--- config.mk ---
export PLATFORM = sky130hd
export DESIGN_NAME = sd_seq_src
export DESIGN_NICKNAME = d
export VERILOG_FILES = /design/src/rtl/sd_seq_src.sv
export SDC_FILE = /design/constraint.sdc
export NUM_CORES = 1
export LEC_CHECK = 0
export CORE_MARGIN = 2
export CORE_UTILIZATION = 49
export CTS_BUF_LIST = sky130_fd_sc_hd__clkbuf_4
export CTS_CLUSTER_SIZE = 30
export DETAILED_ROUTE_END_ITERATION = 7
export GPL_TIMING_DRIVEN = 0
export PLACE_DENSITY_LB_ADDON = 0.1
export SETUP_SLACK_MARGIN = 0.2
export SYNTH_ARGS = -nofsm -noshare
export SYNTH_HDL_FRONTEND = slang
export SYNTH_SLANG_ARGS = --single-unit
--- constraint.sdc ---
create_clock -name clk -period 2.25 [get_ports clk]
set_input_delay 0.675 -clock clk [delete_from_list [all_inputs] [get_ports clk]]
set_output_delay 0.675 -clock clk [all_outputs]
set_load 0.1 [all_outputs]
--- src/rtl/sd_seq_src.sv ---
// srdy/drdy stream producer: sends a programmed number of incrementing data
// words, with LFSR-paced gaps on p_srdy. Usable as a bench source or BIST source.
module sd_seq_src #(
   parameter int          width     = 8,
   parameter int          cnt_sz    = 16,
   parameter logic [15:0] lfsr_init = 16'hACE1
) (
   input  logic              clk,
   input  logic              reset_n,
   input  logic              start,
   input  logic [cnt_sz-1:0] num_words,
   input  logic [width-1:0]  seed_data,
   input  logic [3:0]        throttle,
   output logic              p_srdy,
   input  logic              p_drdy,
   output logic [width-1:0]  p_data,
   output logic              busy,
   output logic              done,
   output logic [cnt_sz-1:0] sent_count
);

   typedef enum logic [1:0] {S_IDLE, S_RUN, S_DONE} state_t;

   localparam logic [cnt_sz-1:0] ONE_C = 1;
   localparam logic [width-1:0]  ONE_D = 1;

   state_t              r_state, w_nxt;
   logic [15:0]         r_lfsr;
   logic                r_srdy, w_srdy;
   logic [width-1:0]    r_data, w_data;
   logic [cnt_sz-1:0]   r_cnt, w_cnt;
   logic [cnt_sz-1:0]   r_num, w_num;
   logic                r_busy, r_done;
   logic                w_gate;
   logic                w_fb;

   // Fibonacci LFSR, taps 16,14,13,11; its low nibble paces the srdy offers.
   assign w_fb   = r_lfsr[15] ^ r_lfsr[13] ^ r_lfsr[12] ^ r_lfsr[10];
   assign w_gate = (r_lfsr[3:0] >= throttle);

   always_comb begin
      w_nxt  = r_state;
      w_srdy = r_srdy;
      w_data = r_data;
      w_cnt  = r_cnt;
      w_num  = r_num;
      case (r_state)
         S_IDLE: begin
            w_srdy = 1'b0;
            if (start) begin
               w_cnt = '0;
               if (num_words != '0) begin
                  w_num  = num_words;
                  w_data = seed_data;
                  w_srdy = w_gate;
                  w_nxt  = S_RUN;
               end else begin
                  w_nxt = S_DONE;
               end
            end
         end
         S_RUN: begin
            // An offer, once made, is held until the consumer takes it.
            if (!r_srdy) begin
               w_srdy = w_gate;
            end else if (p_drdy) begin
               w_cnt  = r_cnt + ONE_C;
               w_data = r_data + ONE_D;
               if (w_cnt == r_num) begin
                  w_srdy = 1'b0;
                  w_nxt  = S_DONE;
               end else begin
                  w_srdy = w_gate;
               end
            end
         end
         S_DONE: begin
            w_srdy = 1'b0;
            w_nxt  = S_IDLE;
         end
         default: begin
            w_srdy = 1'b0;
            w_nxt  = S_IDLE;
         end
      endcase
   end

   always_ff @(posedge clk or negedge reset_n) begin
      if (!reset_n) begin
         r_state <= S_IDLE;
         r_lfsr  <= lfsr_init;
         r_srdy  <= 1'b0;
         r_data  <= '0;
         r_cnt   <= '0;
         r_num   <= '0;
         r_busy  <= 1'b0;
         r_done  <= 1'b0;
      end else begin
         r_state <= w_nxt;
         r_lfsr  <= {r_lfsr[14:0], w_fb};
         r_srdy  <= w_srdy;
         r_data  <= w_data;
         r_cnt   <= w_cnt;
         r_num   <= w_num;
         r_busy  <= (w_nxt == S_RUN);
         r_done  <= (w_nxt == S_DONE);
      end
   end

   assign p_srdy     = r_srdy;
   assign p_data     = r_data;
   assign busy       = r_busy;
   assign done       = r_done;
   assign sent_count = r_cnt;

endmodule
* After elaboration in Yosys (flattened, before gate mapping)
Index checks and enable logic that the tools add are counted.
** Storage, ports and cells
- Bits in latches :: 0
- Memories kept :: 0
- Output and inout port bits :: 27
- Bits in read-only memories :: 0
- Input bits :: 32
- Bits in registers :: 61
- Bits in writable memories :: 0
- Logic and storage cells :: 49
** Operators by class
- $lt $le $gt $ge :: 1
- Mux-type cells :: 21
- Add/subtract/negate cells :: 2
- Shifts and indexed selects :: 0
- Bitwise gates (word level) :: 3
- Reductions and logical operators :: 6
- Divide/modulo/power cells :: 0
- Eq/ne operators :: 8
- $mul :: 0
** Operator list (count)
- 2-to-1 mux 16 bit :: 3
- 2-to-1 mux 8 bit :: 4
- case mux 16 bit (2 select lines) :: 1
- adder 16 x 1 -> 16 bit (second input constant) :: 1
- equality test 16 bit :: 1
- case mux 8 bit (2 select lines) :: 1
- nonzero test 16 bit :: 1
- 2-to-1 mux 2 bit :: 5
- adder 8 x 1 -> 8 bit (second input constant) :: 1
- inequality test 2 bit (second input constant) :: 4
- 2-to-1 mux 1 bit :: 5
- AND reduction 5 bit :: 1
- equality test 2 x 1 -> 1 bit (second input constant) :: 2
- greater-or-equal comparator 4 bit :: 1
- case mux 2 bit (2 select lines) :: 1
- AND reduction 4 bit :: 1
- AND reduction 3 bit :: 1
- bitwise XOR 1 bit :: 3
- equality test 2 bit (second input constant) :: 1
- zero test 2 bit :: 1
- case mux 1 bit (2 select lines) :: 1
- nonzero test 2 bit :: 1

* Logic depth before layout (Yosys ltp)
- Depth after elaboration :: 7
- Mapped depth :: 9
- Depth with buffers taken out :: 8

* Worst setup path before layout
No wires, ideal clock.
- Path kind :: reg-to-reg
- From :: reg r_cnt[0] (netlist: sent_count[0])
- To :: reg r_srdy (netlist: p_srdy)
- Slack :: -0.602 ns
- Setup time :: 0.138 ns
- Data arrival time :: 2.714 ns
- Path buffers :: 0
- Period minus slack after synthesis :: 2.852 ns
- Cell stages (with the launch flop) :: 9
- Cell sequence :: dfrtp_1 -> ha_1 -> xnor2_1 -> nand3_1 -> a2111oi_4 -> nand4_1 -> nor4_2 -> and3_4 -> a21oi_2
** On the way
- Cells in the longest elaborated chain, start to end :: 6
** RTL lines
- from (decl) :: RTL line 31 : logic [cnt_sz-1:0] r_cnt, w_cnt;
- from (signal assigned) :: RTL line 103 : r_cnt <= w_cnt;
- adder 16 x 1 -> 16 bit :: RTL line 67 : w_cnt = r_cnt + ONE_C;
- equality test 16 bit :: RTL line 69 : if (w_cnt == r_num) begin
- 2-to-1 mux 1 bit :: RTL line 69
- 2-to-1 mux 1 bit :: RTL line 66 : end else if (p_drdy) begin
- 2-to-1 mux 1 bit :: RTL line 64 : if (!r_srdy) begin
- case mux 1 bit (2 select lines) :: RTL line 47 : case (r_state)
- named net w_srdy :: RTL line 29 : logic r_srdy, w_srdy;
- to (signal assigned) :: RTL line 101 : r_srdy <= w_srdy;
- to (decl) :: RTL line 29
The timed path passes the listed nets, and every way through them passes these cells.
A chain may end at the register's enable or synchronous reset.

* Worst setup path after layout
- From :: reg r_cnt[0] (netlist: sent_count[0])
- To :: reg r_state[0]
** On the way
- Cells in the longest elaborated chain, start to end :: 6
** RTL lines
- adder 16 x 1 -> 16 bit :: RTL line 67
- equality test 16 bit :: RTL line 69
- 2-to-1 mux 2 bit :: RTL line 69
- 2-to-1 mux 2 bit :: RTL line 66
- 2-to-1 mux 2 bit :: RTL line 64
- case mux 2 bit (2 select lines) :: RTL line 47
- named net w_nxt[0] :: RTL line 27 : state_t r_state, w_nxt;
- to (signal assigned) :: RTL line 99 : r_state <= w_nxt;
- to (decl) :: RTL line 27
The timed path passes the listed nets, and every way through them passes these cells.

==> results.sh <==
export IMPL_status="finished with violations"
export IMPL_violations="negative setup slack"
export IMPL_wire_per_inst_um=17.6
export IMPL_end_kind="flip-flop"
export IMPL_crit_type="flip-flop to flip-flop"
export IMPL_die_area_mm2=0.00725
export IMPL_cts_buffers=9
export IMPL_async_flop_share_pct=100
export IMPL_nets=436
export IMPL_drive_gt1_share_pct=36.5
export IMPL_numPortBuffers=58
export IMPL_drt_iter0_drc=220
export IMPL_viasPerCell=5.78
export IMPL_grt_pass1_wl_um=13000
export IMPL_cts_buffer_depth=2
export IMPL_layout_setup_ws_ns=-0.0164
export IMPL_peakVddDrop_mv=0.958
export IMPL_critPathRequiredTime_ns=2.54
export IMPL_drtAntennaViolNets=0
export IMPL_ios=59
export IMPL_initial_core_util_pct=50.8
export IMPL_worst_setup_path_start_kind="flip-flop"
export IMPL_timing_rr_start="sent_count[0]"
export IMPL_maxSlewHeadroom_pct=60.0
export IMPL_leakage_nw=1.97
export IMPL_ys_top_cells_by_count="53 x dfrtp_1, 28 x o21ai_0, 25 x nor2_1"
export IMPL_tightestPinTransition_ns=0.600
export IMPL_synth_top_cell_area_share_pct=41.1
export IMPL_ys_types=56
export IMPL_rr_endpoint="r_state[0]"
export IMPL_place_congestion=0.874
export IMPL_p_per_area_mw_per_mm2=1100
export IMPL_cts_clk_slew_worst_paths_ns=0.12
export IMPL_ys_seq_area_share_pct=47.6
export IMPL_num_vias=2775
export IMPL_totalWireLength_um=8450
export IMPL_antenna_found_initial=0
export IMPL_syn_area_per_cell_um2=10.4
export IMPL_cp_arrival_ns=2.55
export IMPL_rrSetupSlack_ns=-0.02
export IMPL_cts_tree="built"
export IMPL_rsz0062_at_grt="true"
export IMPL_grt_start_max_net_pins=37
export IMPL_period_share_pct=101
export IMPL_hp_class="input pin to async pin"
export IMPL_clock_fmax_mhz=441
export IMPL_hold_violations=0
export IMPL_synth_area_leaders="dfrtp_1 41%, dfstp_2 6.5%, mux2_2 5.9%"
export IMPL_skew_ns=0.0131
export IMPL_synthesis_area_mm2=0.00323
export IMPL_synth_edff_count=0
export IMPL_maxCapViolCount=0
export IMPL_syn2layout_area_growth_pct=38.7
export IMPL_clock_sinks=61
export IMPL_syn_num_nets=349
export IMPL_grt_usage_pct=22.9
export IMPL_crit_fanout=6
export IMPL_die_w_um=85.2
export IMPL_htreeDepth=3
export IMPL_yosysMostFrequentCell="dfrtp_1"
export IMPL_die_y_um=85.2
export IMPL_grt_pass1_vias=2622
export IMPL_fin_crit_ns=2.27
export IMPL_cts_root_buf="clkbuf_4"
export IMPL_r2r_cells=8
export IMPL_drc=0
export IMPL_num_antenna_cells=0
export IMPL_gr_total_overflow=0
export IMPL_post_dp_hpwl_um=5490
export IMPL_p_total_w=0.00492
export IMPL_ys_flop_type="dfrtp_1"
export IMPL_dr_pass1_iters=4
export IMPL_pre_cts_ws_ns=-0.728
export IMPL_ys_ff_latch=61
export IMPL_num_rows=29
export IMPL_synth_warnings=0
export IMPL_synthCells=311
export IMPL_setup_viol=2
export IMPL_clk_latency_ns=0.41
export IMPL_finalMaxSlewViolations=0
export IMPL_coreArea_mm2=0.00635
export IMPL_netlist_top_cell_by_area="dfrtp_1"
metal layers:
metal	vias to the layer above	track usage, %	wire (um)
li1	1312	-	-
met1	1365	29.5	3580
met2	88	38.6	4400
met3	10	3.70	393
met4	0	9.38	76
met5	-	0	0
state kept, by name, summed over array words and instances, names as in the netlist:
| register | cells |
|---|---|
| done | 1 |
| busy | 1 |
| r_lfsr | 16 |
| sent_count | 16 |
| p_srdy | 1 |
| r_state | 2 |
| p_data | 8 |
| r_num | 16 |
where the power goes:
part / leakage, nW / switching (W) / internal [W]
clock: 0.0751 / 0.000467 / 0.000355
combinational: 1.16 / 0.00156 / 0.000897
sequential: 0.741 / 0.000281 / 0.00136
stage by stage:
stage / instances / utilization, % / hold slack, ns / setup TNS, ns / instance area (um2)
final: 480 / 70.5 / 0.256 / -0.0317 / 4480
after global routing: 480 / 70.5 / 0.283 / -0.399 / 4480
after detailed placement: 447 / 62.8 / 0.342 / -22.62 / 3990
after CTS: 473 / 67.2 / 0.254 / 0 / 4270
after global placement: 446 / 62.5 / 0.338 / -112.14 / 3970
after floorplan: 311 / - / 0.331 / -0.102 / 3290
cell type report:
type,count,area (um2)
Sequential cell,61,1580
Multi-Input combinational cell,227,1800
Buffer,16,134
Tap cell,77,96.3
Clock inverter,7,82.6
Timing Repair Buffer,76,688
Fill cell,481,1870
Inverter,7,26.3
Clock buffer,9,67.6
cell usage in the layout (no fill, tap or decap), types with 4 or more instances in the layout:
| master | n |
|---|---|
| a31oi_1 | 5 |
| dfrtp_4 | 11 |
| xnor2_1 | 13 |
| nand3_1 | 12 |
| a21oi_1 | 15 |
| clkbuf_4 | 16 |
| dlymetal6s2s_1 | 10 |
| o21ai_0 | 28 |
| nor4_4 | 5 |
| clkbuf_1 | 5 |
| buf_4 | 16 |
| buf_6 | 7 |
| nand4_1 | 7 |
| o22ai_1 | 4 |
| xor2_1 | 8 |
| dfstp_2 | 8 |
| mux2_2 | 17 |
| inv_1 | 7 |
| buf_2 | 18 |
| nand2_1 | 22 |
| clkdlybuf4s50_1 | 19 |
| ha_1 | 5 |
| dfrtp_1 | 39 |
| nor2_1 | 24 |
logic make-up after synthesis:
family	after synthesis	synth area share, %
compound gates	77	15.7
xor+xnor	24	6.51
fa+ha+maj	6	2.33
buf+inv	23	3.30
flops	61	47.6
mux	17	5.93
simple gates	103	18.6
critical path: stages, from the launching register on:
cell and delay (ns):
dfrtp_4 0.47, buf_6 0.12, nand4_4 0.15, nor4_4 0.36, xnor2_1 0.20, o221ai_2 0.17, nor4b_4 0.35, and3_4 0.27
o21ai_2 0.05
how the worst max path moves through the flow:
stage	startpoint	to	slack, ns	cells after the start
floorplan	sent_count[2]	busy	-0.03	8
global placement	reset_n	sent_count[12]	-1.89	1
detailed placement	num_words[5]	r_num[15]	-0.73	6
CTS	sent_count[0]	sent_count[0]	0.001	2
global route	sent_count[0]	busy	-0.11	8
finish	sent_count[0]	r_state[0]	-0.02	8
what timing repair did:
action | in CTS | in global routing
gates cloned | 0 | 1
resized for setup | 159 | 44
hold buffers | 0 | 0
setup endpoints to repair | 72 | 45
pin swaps | 11 | 17
buffers inserted | 10 | 6
No activity file was read; power rests on OpenSTA's default activity.
